$ cat config.mk
export PLATFORM = sky130hd
export DESIGN_NAME = rr_hold_arbiter_flat
export DESIGN_NICKNAME = d
export VERILOG_FILES = /design/src/rtl/arb_pkg.sv /design/src/rtl/rr_hold_arbiter_if.sv /design/src/rtl/rr_pick_comb.sv /design/src/rtl/rr_hold_arbiter.sv /design/src/flat_wrapper.sv
export SDC_FILE = /design/constraint.sdc
export NUM_CORES = 1
export LEC_CHECK = 0
export CAP_MARGIN = 20
export CORE_MARGIN = 2
export CORE_UTILIZATION = 55
export DETAILED_ROUTE_END_ITERATION = 7
export DONT_BUFFER_PORTS = 1
export GPL_ROUTABILITY_DRIVEN = 1
export MAX_ROUTING_LAYER = met4
export PLACE_DENSITY = 0.7
export SKIP_CTS_REPAIR_TIMING = 1
export SKIP_LAST_GASP = 1
export SLEW_MARGIN = 20
export SYNTH_ARGS = -nofsm -noshare
export SYNTH_HDL_FRONTEND = slang
export SYNTH_SLANG_ARGS = --single-unit
$ cat constraint.sdc
create_clock -name clk -period 3.4 [get_ports clk]
set_input_delay 0.34 -clock clk [delete_from_list [all_inputs] [get_ports clk]]
set_output_delay 0.34 -clock clk [all_outputs]
set_load 0.005 [all_outputs]
$ cat src/rtl/arb_pkg.sv
// Shared arbitration types and helpers: FSM state encoding, hold-counter width,
// and a generic round-robin pick for use by this and future arbiters.
package arb_pkg;

    typedef enum logic {
        ARB_IDLE,
        ARB_OWNED
    } arb_state_e;

    localparam int HOLD_CNT_W = 8;

    typedef struct packed {
        logic       found;
        logic [4:0] idx;
    } rr_pick_t;

    // Search vec from bit ptr upward, wrapping at n; the first set bit wins.
    function automatic rr_pick_t rr_pick(input logic [31:0] vec, input logic [4:0] ptr, input int n);
        rr_pick_t res;
        int       j;
        res = '0;
        for (int k = 31; k >= 0; k--) begin
            if (k < n) begin
                j = int'(ptr) + k;
                if (j >= n) j = j - n;
                if (vec[j[4:0]]) begin
                    res.found = 1'b1;
                    res.idx   = j[4:0];
                end
            end
        end
        return res;
    endfunction

endpackage

$ cat src/rtl/rr_hold_arbiter_if.sv
// Request/grant bundle between N clients (master side) and the arbiter (slave side).
interface rr_hold_arbiter_if #(
    parameter int N = 4
) ();
    localparam int IDW = $clog2(N);

    logic [N-1:0]   req;
    logic [N-1:0]   grant;
    logic           grant_valid;
    logic [IDW-1:0] grant_id;
    logic           timeout;

    modport master (
        output req,
        input  grant,
        input  grant_valid,
        input  grant_id,
        input  timeout
    );

    modport slave (
        input  req,
        output grant,
        output grant_valid,
        output grant_id,
        output timeout
    );
endinterface

$ cat src/rtl/rr_pick_comb.sv
// Combinational round-robin pick: scan vec starting at ptr with wrap-around and
// return the absolute index of the first set bit.
module rr_pick_comb #(
    parameter int N = 4
) (
    input  logic [N-1:0]         vec,
    input  logic [$clog2(N)-1:0] ptr,
    output logic                 found,
    output logic [$clog2(N)-1:0] idx
);
    localparam int IDW = $clog2(N);

    int             j;
    logic [IDW-1:0] jw;

    // Walk offsets from farthest to nearest so the nearest set bit is the last one written.
    always_comb begin
        found = 1'b0;
        idx   = '0;
        j     = 0;
        jw    = '0;
        for (int k = N - 1; k >= 0; k--) begin
            j = int'(ptr) + k;
            if (j >= N) j = j - N;
            jw = IDW'(j);
            if (vec[jw]) begin
                found = 1'b1;
                idx   = jw;
            end
        end
    end
endmodule

$ cat src/rtl/rr_hold_arbiter.sv
// N-way round-robin arbiter with grant hold and optional maximum tenure.
// All outputs are registered; req never reaches an output combinationally.
module rr_hold_arbiter
    import arb_pkg::*;
#(
    parameter int N        = 4,
    parameter int MAX_HOLD = 8
) (
    input  logic         clk,
    input  logic         rst,
    rr_hold_arbiter_if.slave bus
);
    localparam int IDW = $clog2(N);
    localparam logic [IDW:0]            N_W       = (IDW + 1)'(N);
    localparam logic [N-1:0]            ONE_HOT0  = {{(N - 1){1'b0}}, 1'b1};
    localparam bit                      HOLD_EN   = (MAX_HOLD != 0);
    localparam logic [HOLD_CNT_W-1:0]   HOLD_LAST = (MAX_HOLD == 0) ? '0 : HOLD_CNT_W'(MAX_HOLD - 1);

    arb_state_e             state_q, state_d;
    logic [IDW-1:0]         owner_q, owner_d;
    logic [IDW-1:0]         ptr_q, ptr_d;
    logic [HOLD_CNT_W-1:0]  cnt_q, cnt_d;
    logic [N-1:0]           grant_q, grant_d;
    logic                   grant_valid_q, grant_valid_d;
    logic                   timeout_q, timeout_d;

    logic [IDW:0]           owner_inc;
    logic [IDW-1:0]         owner_next;
    logic [IDW-1:0]         pick_ptr;
    logic [N-1:0]           cand;
    logic                   release_ev, expire_ev;
    logic                   pick_found;
    logic [IDW-1:0]         pick_idx;

    // Release takes precedence over expiry; only a still-requesting owner can time out.
    always_comb begin
        owner_inc  = {1'b0, owner_q} + 1'b1;
        owner_next = (owner_inc == N_W) ? '0 : owner_inc[IDW-1:0];
        release_ev = (state_q == ARB_OWNED) && !bus.req[owner_q];
        expire_ev  = (state_q == ARB_OWNED) && bus.req[owner_q] && HOLD_EN && (cnt_q == HOLD_LAST);
        cand       = expire_ev ? (bus.req & ~(ONE_HOT0 << owner_q)) : bus.req;
        pick_ptr   = (release_ev || expire_ev) ? owner_next : ptr_q;
    end

    rr_pick_comb #(.N(N)) u_pick (
        .vec   (cand),
        .ptr   (pick_ptr),
        .found (pick_found),
        .idx   (pick_idx)
    );

    always_comb begin
        state_d   = state_q;
        owner_d   = owner_q;
        ptr_d     = ptr_q;
        cnt_d     = cnt_q;
        timeout_d = 1'b0;
        unique case (state_q)
            ARB_IDLE: begin
                if (pick_found) begin
                    state_d = ARB_OWNED;
                    owner_d = pick_idx;
                    cnt_d   = '0;
                end
            end
            ARB_OWNED: begin
                if (release_ev) begin
                    ptr_d = owner_next;
                    cnt_d = '0;
                    if (pick_found) owner_d = pick_idx;
                    else            state_d = ARB_IDLE;
                end else if (expire_ev) begin
                    // Sole requester is re-granted in place; grant stays high.
                    ptr_d     = owner_next;
                    cnt_d     = '0;
                    timeout_d = 1'b1;
                    if (pick_found) owner_d = pick_idx;
                end else if (cnt_q != '1) begin
                    cnt_d = cnt_q + 1'b1;
                end
            end
            default: state_d = ARB_IDLE;
        endcase
        grant_valid_d = (state_d == ARB_OWNED);
        grant_d       = grant_valid_d ? (ONE_HOT0 << owner_d) : '0;
    end

    always_ff @(posedge clk or posedge rst) begin
        if (rst) begin
            state_q       <= ARB_IDLE;
            owner_q       <= '0;
            ptr_q         <= '0;
            cnt_q         <= '0;
            grant_q       <= '0;
            grant_valid_q <= 1'b0;
            timeout_q     <= 1'b0;
        end else begin
            state_q       <= state_d;
            owner_q       <= owner_d;
            ptr_q         <= ptr_d;
            cnt_q         <= cnt_d;
            grant_q       <= grant_d;
            grant_valid_q <= grant_valid_d;
            timeout_q     <= timeout_d;
        end
    end

    assign bus.grant       = grant_q;
    assign bus.grant_valid = grant_valid_q;
    assign bus.grant_id    = owner_q;
    assign bus.timeout     = timeout_q;
endmodule

$ cat src/flat_wrapper.sv
// flat-port wrapper written by rule: the top's interface ports become plain ports
module rr_hold_arbiter_flat import arb_pkg::*;
#(
    parameter int N        = 4,
    parameter int MAX_HOLD = 8
)
  (clk, rst, bus_req, bus_grant, bus_grant_valid, bus_grant_id, bus_timeout);
  rr_hold_arbiter_if #(.N(N)) bus_i ();
  input  logic clk;
  input  logic rst;
  input wire logic [$bits(bus_i.req)-1:0] bus_req;
  output wire logic [$bits(bus_i.grant)-1:0] bus_grant;
  output wire logic [$bits(bus_i.grant_valid)-1:0] bus_grant_valid;
  output wire logic [$bits(bus_i.grant_id)-1:0] bus_grant_id;
  output wire logic [$bits(bus_i.timeout)-1:0] bus_timeout;
  assign bus_i.req = bus_req;
  assign bus_grant = bus_i.grant;
  assign bus_grant_valid = bus_i.grant_valid;
  assign bus_grant_id = bus_i.grant_id;
  assign bus_timeout = bus_i.timeout;
  rr_hold_arbiter #(.N(N), .MAX_HOLD(MAX_HOLD)) u_core (.clk(clk), .rst(rst), .bus(bus_i));
endmodule
==> results.py <==
metrics = {
    "status": {
        "run_status": "finished, violations left",
        "violations": "negative hold slack",
    },
    "critical_path": {
        "path_class": "flop to flop",
        "crit_path_max_fanout": 8,
        "cp.required_ps": 3590,
        "start_kind": "flop",
        "cp_data_arrival_time_ps": 2830,
        "worstSetupEndpointType": "flop",
    },
    "sta": {
        "hold_viol_final": 4,
        "grt_setup_unrepaired": "no",
        "tns_ps": 0,
        "drv_slew": 0,
        "slew_headroom_pct": 57.05,
        "fmax_mhz": 378.5,
        "fin_crit_sh_pct": 77.71,
        "fin_crit_ps": 2642,
        "finalWorstSetupSlack_ps": 758.0,
        "clock-skew-final_ps": 8.966,
        "tightest_slew_ps": 643.5,
        "finalSetupViolCount": 0,
        "hold_ws_ps": -0.3013,
    },
    "hold_path": {
        "hp-class": "primary input to async pin",
    },
    "route": {
        "ant_nets": 0,
        "dr.pass1.iters": 4,
        "via_per_inst": 5.801,
        "drc": 0,
        "drt_wl_total_um": 2058,
        "vias": 876,
        "wl_per_cell_um": 13.63,
        "drt_iter0_drc": 23,
    },
    "floorplan": {
        "start_util_pct": 57.55,
        "die_w_um": 48.85,
        "row_count": 16,
        "pin_count": 14,
        "core-area_sq_um": 1922,
        "die_height_um": 48.85,
        "die_area_sq_um": 2386,
    },
    "global_routing": {
        "gr-usage-all-layers_pct": 20.15,
        "grt_antenna_before_repair": 0,
        "overflow": 0,
        "grt_pass1_vias": 833,
        "grt_start_max_net_pins": 19,
        "grt_pass1_wl_um": 3657,
    },
    "logic_synthesis": {
        "yosys_warnings": 0,
        "ys_types": 35,
        "ys_async_sr_fraction_pct": 100.0,
        "netlist_area_sq_um": 1106,
        "syn_nets": 132,
        "avgSynthCellArea_sq_um": 9.141,
        "ys.flop_type": "dfrtp_1",
        "postSynthCellCount": 121,
        "synth-seq-cells": 18,
        "yosysSeqAreaShare_pct": 40.72,
        "synth_edf_count": 0,
    },
    "clock_network": {
        "clkLatencyLatePin_ps": 300,
        "clock-sinks": 18,
        "cts-buffers-inserted": 3,
        "cts_tree": "built",
        "clockBufferDepth": 2,
        "path_clk_slew_ps": 110,
        "clk_root_buffer_cell": "clkbuf_4",
        "cts.htree.levels": 1,
    },
    "cells_and_area": {
        "n_antenna_cell": 0,
        "final_common_cell": "o21ai_0",
        "post-route-util_pct": 60.61,
        "final_cell_mix": "22 x o21ai_0, 18 x dfrtp_1, 15 x nand2_1, 10 x inv_1, 8 x nor2_1",
        "layout-drive-gt1-share_pct": 13.71,
        "postLayoutCellArea_sq_um": 1165,
        "area_growth_pct": 5.317,
        "fill_cells": 166,
        "final_nets": 136,
    },
    "placement": {
        "placed_area_sq_um": 1129,
        "io_buffers": 0,
        "place.gp.congestion": 0.8848,
        "dpl.hpwl_um": 1611,
        "dp_slack_ps": 785.1,
    },
    "job": {
        "drv_cap": 0,
    },
    "power": {
        "comb_power_share_pct": 46.3,
        "seqPwrFrac_pct": 38.4,
        "intPower_w": 0.0005106,
        "switching_share_pct": 40.72,
        "irDropWorstVdd_v": 0.0004480,
        "powerDensity_nw_per_um2": 739.4,
        "p_leak_nw": 0.5578,
        "net-switching-power_w": 0.0003508,
        "clockPowerShare_pct": 15.4,
    },
}
power by group through the flow:
stage | registers [W] | clock network [W] | logic, W
final | 0.000330 | 0.000132 | 0.000399
after global routing | 0.000345 | 0.000146 | 0.000451
after CTS | 0.000331 | 0.000136 | 0.000396
after detailed placement | 0.000333 | 0 | 0.000396
after global placement | 0.000334 | 0 | 0.000389
after floorplan | 0.000318 | 0 | 0.000324
cell usage after synthesis, types with 2 or more instances:
cell | instances | area share (%)
nand2b_1 | 3 | 1.7
nand2_1 | 15 | 5.1
nand3_1 | 2 | 0.91
ha_1 | 5 | 5.7
nand4_1 | 4 | 2.3
a21oi_1 | 4 | 1.8
nor2_1 | 8 | 2.7
and3_1 | 5 | 2.8
dfrtp_1 | 18 | 41
inv_1 | 10 | 3.4
o21ai_0 | 22 | 10
o21ai_2 | 2 | 1.6
worst max-delay path, stage by stage (launching register included):
cell      delay, ps
dfrtp_1         530
mux4_2          600
a21boi_4        170
or4_1           480
a21oi_1         140
nor2_1           80
a32o_2          310
and3_2          210
flip-flops by register name, indices dropped and copies added (netlist names):
name,count
u_core.bus.grant,4
u_core.bus.grant_id,2
u_core.bus.timeout,1
u_core.cnt_q,8
u_core.ptr_q,2
u_core.state_q,1
per-stage QoR:
| stage | std cells | total power (W) |
|---|---|---|
| 4_1_cts | 151 | 0.0008634 |
| 6_report | 151 | 0.0008613 |
| 3_5_place_dp | 147 | 0.0007290 |
| 3_3_place_gp | 147 | 0.0007236 |
| 2_1_floorplan | 121 | 0.0006425 |
| 5_1_grt | 151 | 0.0009419 |
final timing paths:
check,slack (ps),cells after the start,endpoint,from
hold / removal,-0.3,1,u_core.bus.grant[1],rst
max in group asynchronous,2980,1,u_core.cnt_q[0],rst
setup / recovery,760,7,u_core.bus.grant[2],u_core.bus.grant_id[0]
hold reg to reg,530,1,u_core.cnt_q[0],u_core.cnt_q[0]
min in group clk,520,4,u_core.state_q,bus_req[0]
setup reg to reg,760,7,u_core.bus.grant[2],u_core.bus.grant_id[0]
routing by layer:
| layer | share of wire (%) | track usage (%) | vias up | wire length (um) |
|---|---|---|---|---|
| met5 | 0 | - | - | 0 |
| met4 | 1.0 | 6.667 | 0 | 21 |
| met3 | 5.2 | 3.681 | 4 | 108 |
| met2 | 47 | 29.68 | 30 | 961 |
| met1 | 47 | 28.28 | 404 | 967 |
| li1 | - | - | 438 | - |
layout make-up:
| class | count | area [sq um] | share of cell area [%] |
|---|---|---|---|
| clock buffer | 4 | 36.28 | 3.115 |
| inverter | 10 | 37.54 | 3.222 |
| multi-input combinational | 92 | 606.8 | 52.09 |
| sequential | 18 | 450.4 | 38.67 |
| tap | 27 | 33.78 | 2.900 |
kinds of logic (layout without fill, tap and decap cells):
kind of cell               after synthesis  after routing  synth area share [%]
and+or+nand+nor                         45             45                 22.51
AOI/OAI and AO/OA                       40             40                 23.87
DFF                                     18             18                 40.72
buffers and inverters                   11             14                 4.412
adders and majority gates                5              5                 5.656
xor gates and xnor gates                 1              1                0.7920
muxes                                    1              1                 2.036
(Power assumes the default switching activity.)
